--- config.mk ---
export PLATFORM = sky130hd
export DESIGN_NAME = alu_4bit_flat
export DESIGN_NICKNAME = d
export VERILOG_FILES = /design/src/rtl/alu_4bit_if.sv /design/src/rtl/alu_4bit.sv /design/src/flat_wrapper.sv
export SDC_FILE = /design/constraint.sdc
export NUM_CORES = 1
export LEC_CHECK = 0
export ABC_AREA = 1
export CAP_MARGIN = 25
export CORE_AREA = 2 2 39 41
export CTS_CLUSTER_DIAMETER = 200
export DETAILED_ROUTE_END_ITERATION = 7
export DIE_AREA = 0 0 41 43
export MAX_ROUTING_LAYER = met4
export PLACE_DENSITY = 0.74
export REMOVE_ABC_BUFFERS = 1
export SLEW_MARGIN = 5
export SYNTH_ARGS = -nofsm -noshare
export SYNTH_HDL_FRONTEND = slang
export SYNTH_SLANG_ARGS = --single-unit
--- constraint.sdc ---
create_clock -name clk -period 0.9 [get_ports clk]
set_input_delay 0.135 -clock clk [delete_from_list [all_inputs] [get_ports clk]]
set_output_delay 0.135 -clock clk [all_outputs]
set_load 0.005 [all_outputs]
--- src/rtl/alu_4bit_if.sv ---
// alu_4bit_if: operand/result bundle between a requester and the registered logic unit
interface alu_4bit_if #(
  parameter int WIDTH = 4
);
  logic             in_valid;
  logic [WIDTH-1:0] a;
  logic [WIDTH-1:0] b;
  logic [1:0]       sel;
  logic [WIDTH-1:0] y;
  logic             out_valid;
  logic             zero;
  modport master (output in_valid, a, b, sel, input y, out_valid, zero);
  modport slave  (input in_valid, a, b, sel, output y, out_valid, zero);
endinterface

--- src/rtl/alu_4bit.sv ---
// alu_4bit: registered bitwise AND/OR/XOR/NOT unit with valid and zero flags
module alu_4bit #(
  parameter int WIDTH = 4
) (
  input logic       clk,
  input logic       rst_n,
  alu_4bit_if.slave bus
);
  logic [WIDTH-1:0] f;
  // selected bitwise function; b is ignored for NOT
  always_comb
    f = bus.sel == 2'b00 ? bus.a & bus.b :
        bus.sel == 2'b01 ? bus.a | bus.b :
        bus.sel == 2'b10 ? bus.a ^ bus.b : ~bus.a;
  // result and zero flag load only on accepted ops; valid follows in_valid each edge
  always_ff @(posedge clk or negedge rst_n)
    if (!rst_n) begin
      bus.y         <= '0;
      bus.zero      <= 1'b1;
      bus.out_valid <= 1'b0;
    end else begin
      bus.out_valid <= bus.in_valid;
      if (bus.in_valid) begin
        bus.y    <= f;
        bus.zero <= ~|f;
      end
    end
endmodule

--- src/flat_wrapper.sv ---
// flat-port wrapper written by rule: the top's interface ports become plain ports
module alu_4bit_flat 
#(
  parameter int WIDTH = 4
)
  (clk, rst_n, bus_in_valid, bus_a, bus_b, bus_sel, bus_y, bus_out_valid, bus_zero);
  alu_4bit_if #(.WIDTH(WIDTH)) bus_i ();
  input logic clk;
  input logic rst_n;
  input wire logic [$bits(bus_i.in_valid)-1:0] bus_in_valid;
  input wire logic [$bits(bus_i.a)-1:0] bus_a;
  input wire logic [$bits(bus_i.b)-1:0] bus_b;
  input wire logic [$bits(bus_i.sel)-1:0] bus_sel;
  output wire logic [$bits(bus_i.y)-1:0] bus_y;
  output wire logic [$bits(bus_i.out_valid)-1:0] bus_out_valid;
  output wire logic [$bits(bus_i.zero)-1:0] bus_zero;
  assign bus_i.in_valid = bus_in_valid;
  assign bus_i.a = bus_a;
  assign bus_i.b = bus_b;
  assign bus_i.sel = bus_sel;
  assign bus_y = bus_i.y;
  assign bus_out_valid = bus_i.out_valid;
  assign bus_zero = bus_i.zero;
  alu_4bit #(.WIDTH(WIDTH)) u_core (.clk(clk), .rst_n(rst_n), .bus(bus_i));
endmodule
==> reports/results.ini, run 1 <==
[cells_and_area]
final_cell_mix=17 x buf_4, 13 x nand2_1, 10 x buf_2
layout_commonest_cell=buf_4
drive_gt1_share_pct=55.14
insertedDiodeCount=0
fillers=132
instances_no_fill=123
postLayoutCoreUtil_pct=63.65
nets=129
area_growth_pct=82.86

[placed_design]
place_inst=115
dp_hpwl_microns=899.3
gp_congestion=0.8039
pre_cts_ws_ps=-630.3
numPortBuffers=18

[yosys]
ys_seq_area_share_pct=31.43
syn_avg_cell_area_sq_um=7.084
ys_warn_count=0
syn_inst=68
yosys_register_bits=6
syn_area_sq_um=481.7
synth.distinct_cells=14

[floorplanning]
rows=14
initial_utilization_pct=34.81
die_width_microns=41
die_y_microns=43
ios=19
dieArea_sq_um=1763
core-area_sq_um=1384

[flow_run]
maxCapViolations=0

[grt]
antenna_found_initial=0
track_usage_pct=18.23
grt_first_pass_wirelength_microns=2173
grt_pass1_vias=560
grt_max_degree=7
overflow=0

[clock_network]
clockBufferDepth=2
clk-insertion-delay-late_ps=250
cts_root_buf=clkbuf_4
htreeDepth=1
numCtsBuffers=3
cts.sink_count=6
cts_tree=yes
clkSlewWorstSetupHoldPaths_ps=50
hold_buffers=0

[routing]
wl_per_cell_microns=10.62
dr.pass1.iters=5
vias_per_cell=4.821
vias=593
ant_nets=0
drtIter0Drc=1
totalWireLength_microns=1306
drc_errors=0

[critical_path]
worst-path-buf-inv=1
crit_required_ps=760
cp_top_family=flip-flops
cpMaxStageDelayCell=dfstp_2
reg2reg_from=u_core.bus.zero
cp.depth=1
rr_endpoint=u_core.bus.zero
critPathLaunch=u_core.bus.zero
crit_path_max_incr_delay_ps=530
arrival_ps=860
path_class=register to primary output
start_kind=register
r2r_slack_ps=110
crit_path_end=bus_zero
cp-end-kind=primary output
path_cells=buf_6
reg2regPathDepth=3
worstPathMaxFanout=2

[timing]
maxSlewHeadroom_pct=78.83
setup_ws_ps=-90.60
hold_violations=0
rsz0062_at_grt=true
fin_worst_skew_ps=0
worst_pin_slew_ps=314.2
fin_crit_ps=990.6
slew_viol_final=0
fin_tns_setup_ps=-90.60
setup_viol=1
hold_ws_ps=126.8
finalCritPeriodShare_pct=110.1
fmax_ghz=1.009

[run_status]
outcome=finished, violations left
violations=negative setup slack

[power]
leakagePower_uw=0.0004766
vdd_ir_drop_max_uv=385.9
cellPowerDensity_nw_per_um2=1068

[worst_hold_path]
min_path_type=input pin to async pin

[flip-flops by register name (all words and copies together), names as in the netlist]
name                  cells
u_core.bus.y              4
u_core.bus.zero           1
u_core.bus.out_valid      1
[stage by stage]
stage / instance area, sq um / power [uW]
floorplan: 481.7 / 423.0
global placement: 779.5 / 624.9
detailed placement: 779.5 / 632.5
CTS: 850.8 / 909.1
global route: 880.8 / 1011
finish: 880.8 / 940.5
[layer usage]
metal,GRT usage (%),wire length (microns),up-vias
met3,1.571,76,8
met2,29.69,686,31
met4,12.00,42,0
li1,-,-,293
met1,19.68,500,261
met5,-,0,-
[final cells by class]
cell class | instances | area (sq um) | area share [%]
timing repair buffer | 35 | 257.7 | 29.26
inverter | 13 | 51.30 | 5.824
tap | 16 | 20.02 | 2.273
multi-input combinational | 49 | 374.1 | 42.47
sequential | 6 | 151.4 | 17.19
clock buffer | 4 | 26.28 | 2.983
[power breakdown]
part / total [uW] / internal, uW / switching, uW
logic: 359 / 193 / 167
registers: 314 / 301 / 12.3
clock network: 267 / 168 / 99.3
total: 941 / 662 / 278
[worst min-delay path by stage]
stage               startpoint                   end  slack, ps
floorplan                rst_n  u_core.bus.out_valid       -160
global placement         rst_n       u_core.bus.y[0]        390
detailed placement       rst_n  u_core.bus.out_valid        390
CTS                      rst_n  u_core.bus.out_valid        120
global route             rst_n       u_core.bus.y[3]        150
finish                   rst_n       u_core.bus.y[0]        130
[synthesized netlist by cell type (all sizes together)]
library cell  instances  area [sq um]
inv                  13         48.79
dfrtp                 5         125.1
a31oi                 2         12.51
dfstp                 1         26.28
nand2                18         67.56
a21oi                 1         5.000
o31ai                 1         7.510
ha                    8         100.1
nor2                  7         28.78
o21ai                 4         20.01
nand3                 8         40.04
[cells by family after synthesis]
kind of cell             after synthesis  synth area share [%]
AO/OA/AOI/OAI                          8                 9.348
flip-flops                             6                 31.43
adder cells (fa/ha/maj)                8                 20.78
buffers and inverters                 13                 10.13
AND/OR/NAND/NOR                       33                 28.31
[what timing repair did]
item,CTS,global route
hold endpoints to repair,0,0
pin swaps,14,7
setup buffers,3,1
setup endpoints to repair,11,7
gates resized for setup,72,18
Power figures use the tool's default switching activity.
==> run 2: changes to the inputs <==
--- a/config.mk
+++ b/config.mk
@@ -7,12 +7,12 @@
 export LEC_CHECK = 0
 export ABC_AREA = 1
 export CAP_MARGIN = 25
-export CORE_AREA = 2 2 39 41
+export CORE_MARGIN = 2
+export CORE_UTILIZATION = 35
 export CTS_CLUSTER_DIAMETER = 200
 export DETAILED_ROUTE_END_ITERATION = 7
-export DIE_AREA = 0 0 41 43
 export MAX_ROUTING_LAYER = met4
-export PLACE_DENSITY = 0.74
+export PLACE_DENSITY = 0.72
 export REMOVE_ABC_BUFFERS = 1
 export SLEW_MARGIN = 5
 export SYNTH_ARGS = -nofsm -noshare
==> run 2 against run 1 <==
  * The flow still finishes with violations (negative setup slack)
  * Setup slack worse by 19 ps
  * Flip-flop and latch count did not move
  * Worst hold slack lost 14 ps
  * Combinational power about the same
  * Clock skew is the same
  * Utilization rose by 3.0 points
  * Cell area decreased by 1.6%
  * Sequential share of layout area grew 0.27 points
==> reports/results.ini, run 2 (synthesis results as in run 1) <==
[clock_network]
numCtsBuffers=3  ; unchanged
clockBufferDepth=2  ; unchanged
cts_tree=yes
cts_root_buf=clkbuf_4
htreeDepth=1  ; unchanged
cts.sink_count=6  ; unchanged
clkSlewWorstSetupHoldPaths_ps=50  ; about the same
clk-insertion-delay-late_ps=260  ; about the same

[floorplanning]
die_width_microns=41.10  ; +0.24%
die_y_microns=41.10  ; -4.4%
initial_utilization_pct=37.02  ; +2.2 points
dieArea_sq_um=1689  ; -4.2%
core-area_sq_um=1301  ; -6.0%
ios=19  ; unchanged
rows=13  ; -1

[critical_path]
cp_top_family=flip-flops
worst-path-buf-inv=1  ; unchanged
start_kind=register
path_class=register to primary output
reg2regPathDepth=4  ; +1
cpMaxStageDelayCell=dfstp_2
path_cells=buf_2
r2r_slack_ps=40  ; -70 ps
reg2reg_from=u_core.bus.y[3]
cp-end-kind=primary output
worstPathMaxFanout=2  ; unchanged
arrival_ps=870  ; about the same
crit_required_ps=760  ; about the same
rr_endpoint=u_core.bus.y[3]
crit_path_max_incr_delay_ps=520  ; about the same

[routing]
vias_per_cell=4.726  ; -2.0%
drtIter0Drc=6  ; +5
wl_met1_microns=498  ; -0.40%
routed-wl-met2_microns=715  ; +4.2%
ant_nets=0  ; unchanged
drc_errors=0  ; unchanged
vias=586  ; -1.2%
topRoutingLayerUsed=met4
totalWireLength_microns=1348  ; +3.2%
dr.pass1.iters=4  ; -1
wl_per_cell_microns=10.87  ; +2.4%
wl_met3_microns=93  ; +22%

[grt]
grt_first_pass_wirelength_microns=2035  ; -6.4%
grt_pass1_vias=519  ; -7.3%
overflow=0  ; unchanged
grt_max_degree=7  ; unchanged
track_usage_pct=19.45  ; +1.2 points
antenna_found_initial=0  ; unchanged

[power]
p_seq_share_pct=32.8  ; -0.6 points
leakagePower_uw=0.0004792  ; +0.55%
vdd_ir_drop_max_uv=414.0  ; +7.3%
p_int_uw=662.3  ; about the same
power.share.combinational_pct=37.6  ; -0.6 points
switchingPower_uw=290.8  ; +4.4%
clkPwrFrac_pct=29.6  ; +1.2 points
cellPowerDensity_nw_per_um2=1099  ; +2.9%
p_sw_share_pct=30.51  ; +0.90 points

[timing]
worst_pin_slew_ps=262.1  ; -52.11 ps
maxSlewHeadroom_pct=82.47  ; +3.6 points
fin_worst_skew_ps=0  ; unchanged
fin_crit_ps=1010  ; +19.09 ps
slew_viol_final=0  ; unchanged
setup_ws_ps=-109.7  ; -19.09 ps
hold_ws_ps=112.8  ; -13.98 ps
fin_tns_setup_ps=-109.7  ; -19.09 ps
rsz0062_at_grt=true
setup_viol=1  ; unchanged
hold_violations=0  ; unchanged
fmax_ghz=0.9904  ; -1.9%
finalCritPeriodShare_pct=112.2  ; +2.1 points

[placed_design]
numPortBuffers=18  ; unchanged
gp_congestion=0.7989  ; -0.62%
pre_cts_ws_ps=-607.7  ; +22.61 ps
placed_cell_area_sq_um=785.8  ; +0.80%
dp_hpwl_microns=968  ; +7.6%

[cells_and_area]
area_growth_pct=80.00
postLayoutCoreUtil_pct=66.63  ; +3.0 points
drive_gt1_share_pct=54.13  ; -1.0 points
nets=131  ; +1.6%
top_register=u_core.bus.y
reg_top3=u_core.bus.y: 4 flops, u_core.bus.out_valid: 1 flops, u_core.bus.zero: 1 flops
final_cell_area_sq_um=867.1  ; -1.6%
insertedDiodeCount=0  ; unchanged
largest_reg_flops=4  ; unchanged
final_cell_mix=19 x buf_4, 14 x nand2_1, 12 x buf_2
layout_commonest_cell=buf_4

[flow_run]
maxCapViolations=0  ; unchanged

[run_status]
violations=negative setup slack
outcome=finished, violations left

[worst_hold_path]
min_path_type=input pin to async pin

run 2: worst register-to-register path, cell delays in order (launching register included):
cell and delay, ps:
dfrtp_1 360, buf_4 130, buf_4 120, nor2_1 80
a31oi_1 40
run 2: power by group through the flow:
stage	Clock [uW]	Combinational [uW]	Sequential, uW
after floorplan	0	101	322
after detailed placement	0	317	320
after global routing	295	400	317
final	282	358	312
after global placement	0	308	317
after CTS	282	335	312
run 2: through the flow:
step                      instances  power, uW
after global placement          115      625.8
after CTS                       124      929.5
after detailed placement        115      636.4
after floorplan                  68      423.0
final                           124      953.1
after global routing            124       1012
run 2: worst max-delay path by stage:
stage | startpoint | cells past startpoint | endpoint
after floorplan | bus_b[2] | 9 | u_core.bus.zero
after global placement | bus_b[2] | 10 | u_core.bus.zero
after detailed placement | bus_b[2] | 10 | u_core.bus.zero
after CTS | u_core.bus.zero | 1 | bus_zero
after global routing | u_core.bus.zero | 1 | bus_zero
final | u_core.bus.zero | 1 | bus_zero
run 2: layer usage:
metal	vias up	global-route usage (%)
met5	-	-
met4	0	15.32
met3	4	1.630
met2	20	33.98
met1	265	19.68
li1	297	-
run 2: area by class of cell:
class                      count  area [sq um]
fill                         132         434.2
multi-input combinational     49         364.1
timing repair buffer          37         255.2
sequential                     6         151.4
inverter                      13         51.30
clock buffer                   4         26.28
tap                           15         18.77
run 2: timing repair:
action / 4_1_cts / 5_1_grt
gates resized for setup: 67 / 18
hold buffers: 0 / 0
buffers inserted: 5 / 0
hold endpoints to repair: 0 / 0
pin swaps: 13 / 10
setup endpoints to repair: 11 / 6
==> run 3: changes to the inputs <==
--- a/config.mk
+++ b/config.mk
@@ -14,6 +14,7 @@
 export MAX_ROUTING_LAYER = met4
 export PLACE_DENSITY = 0.72
 export REMOVE_ABC_BUFFERS = 1
+export SKIP_LAST_GASP = 1
 export SLEW_MARGIN = 5
 export SYNTH_ARGS = -nofsm -noshare
 export SYNTH_HDL_FRONTEND = slang
==> results of run 3 <==
The final DEF is identical to that of run 2; final timing and power are the same.
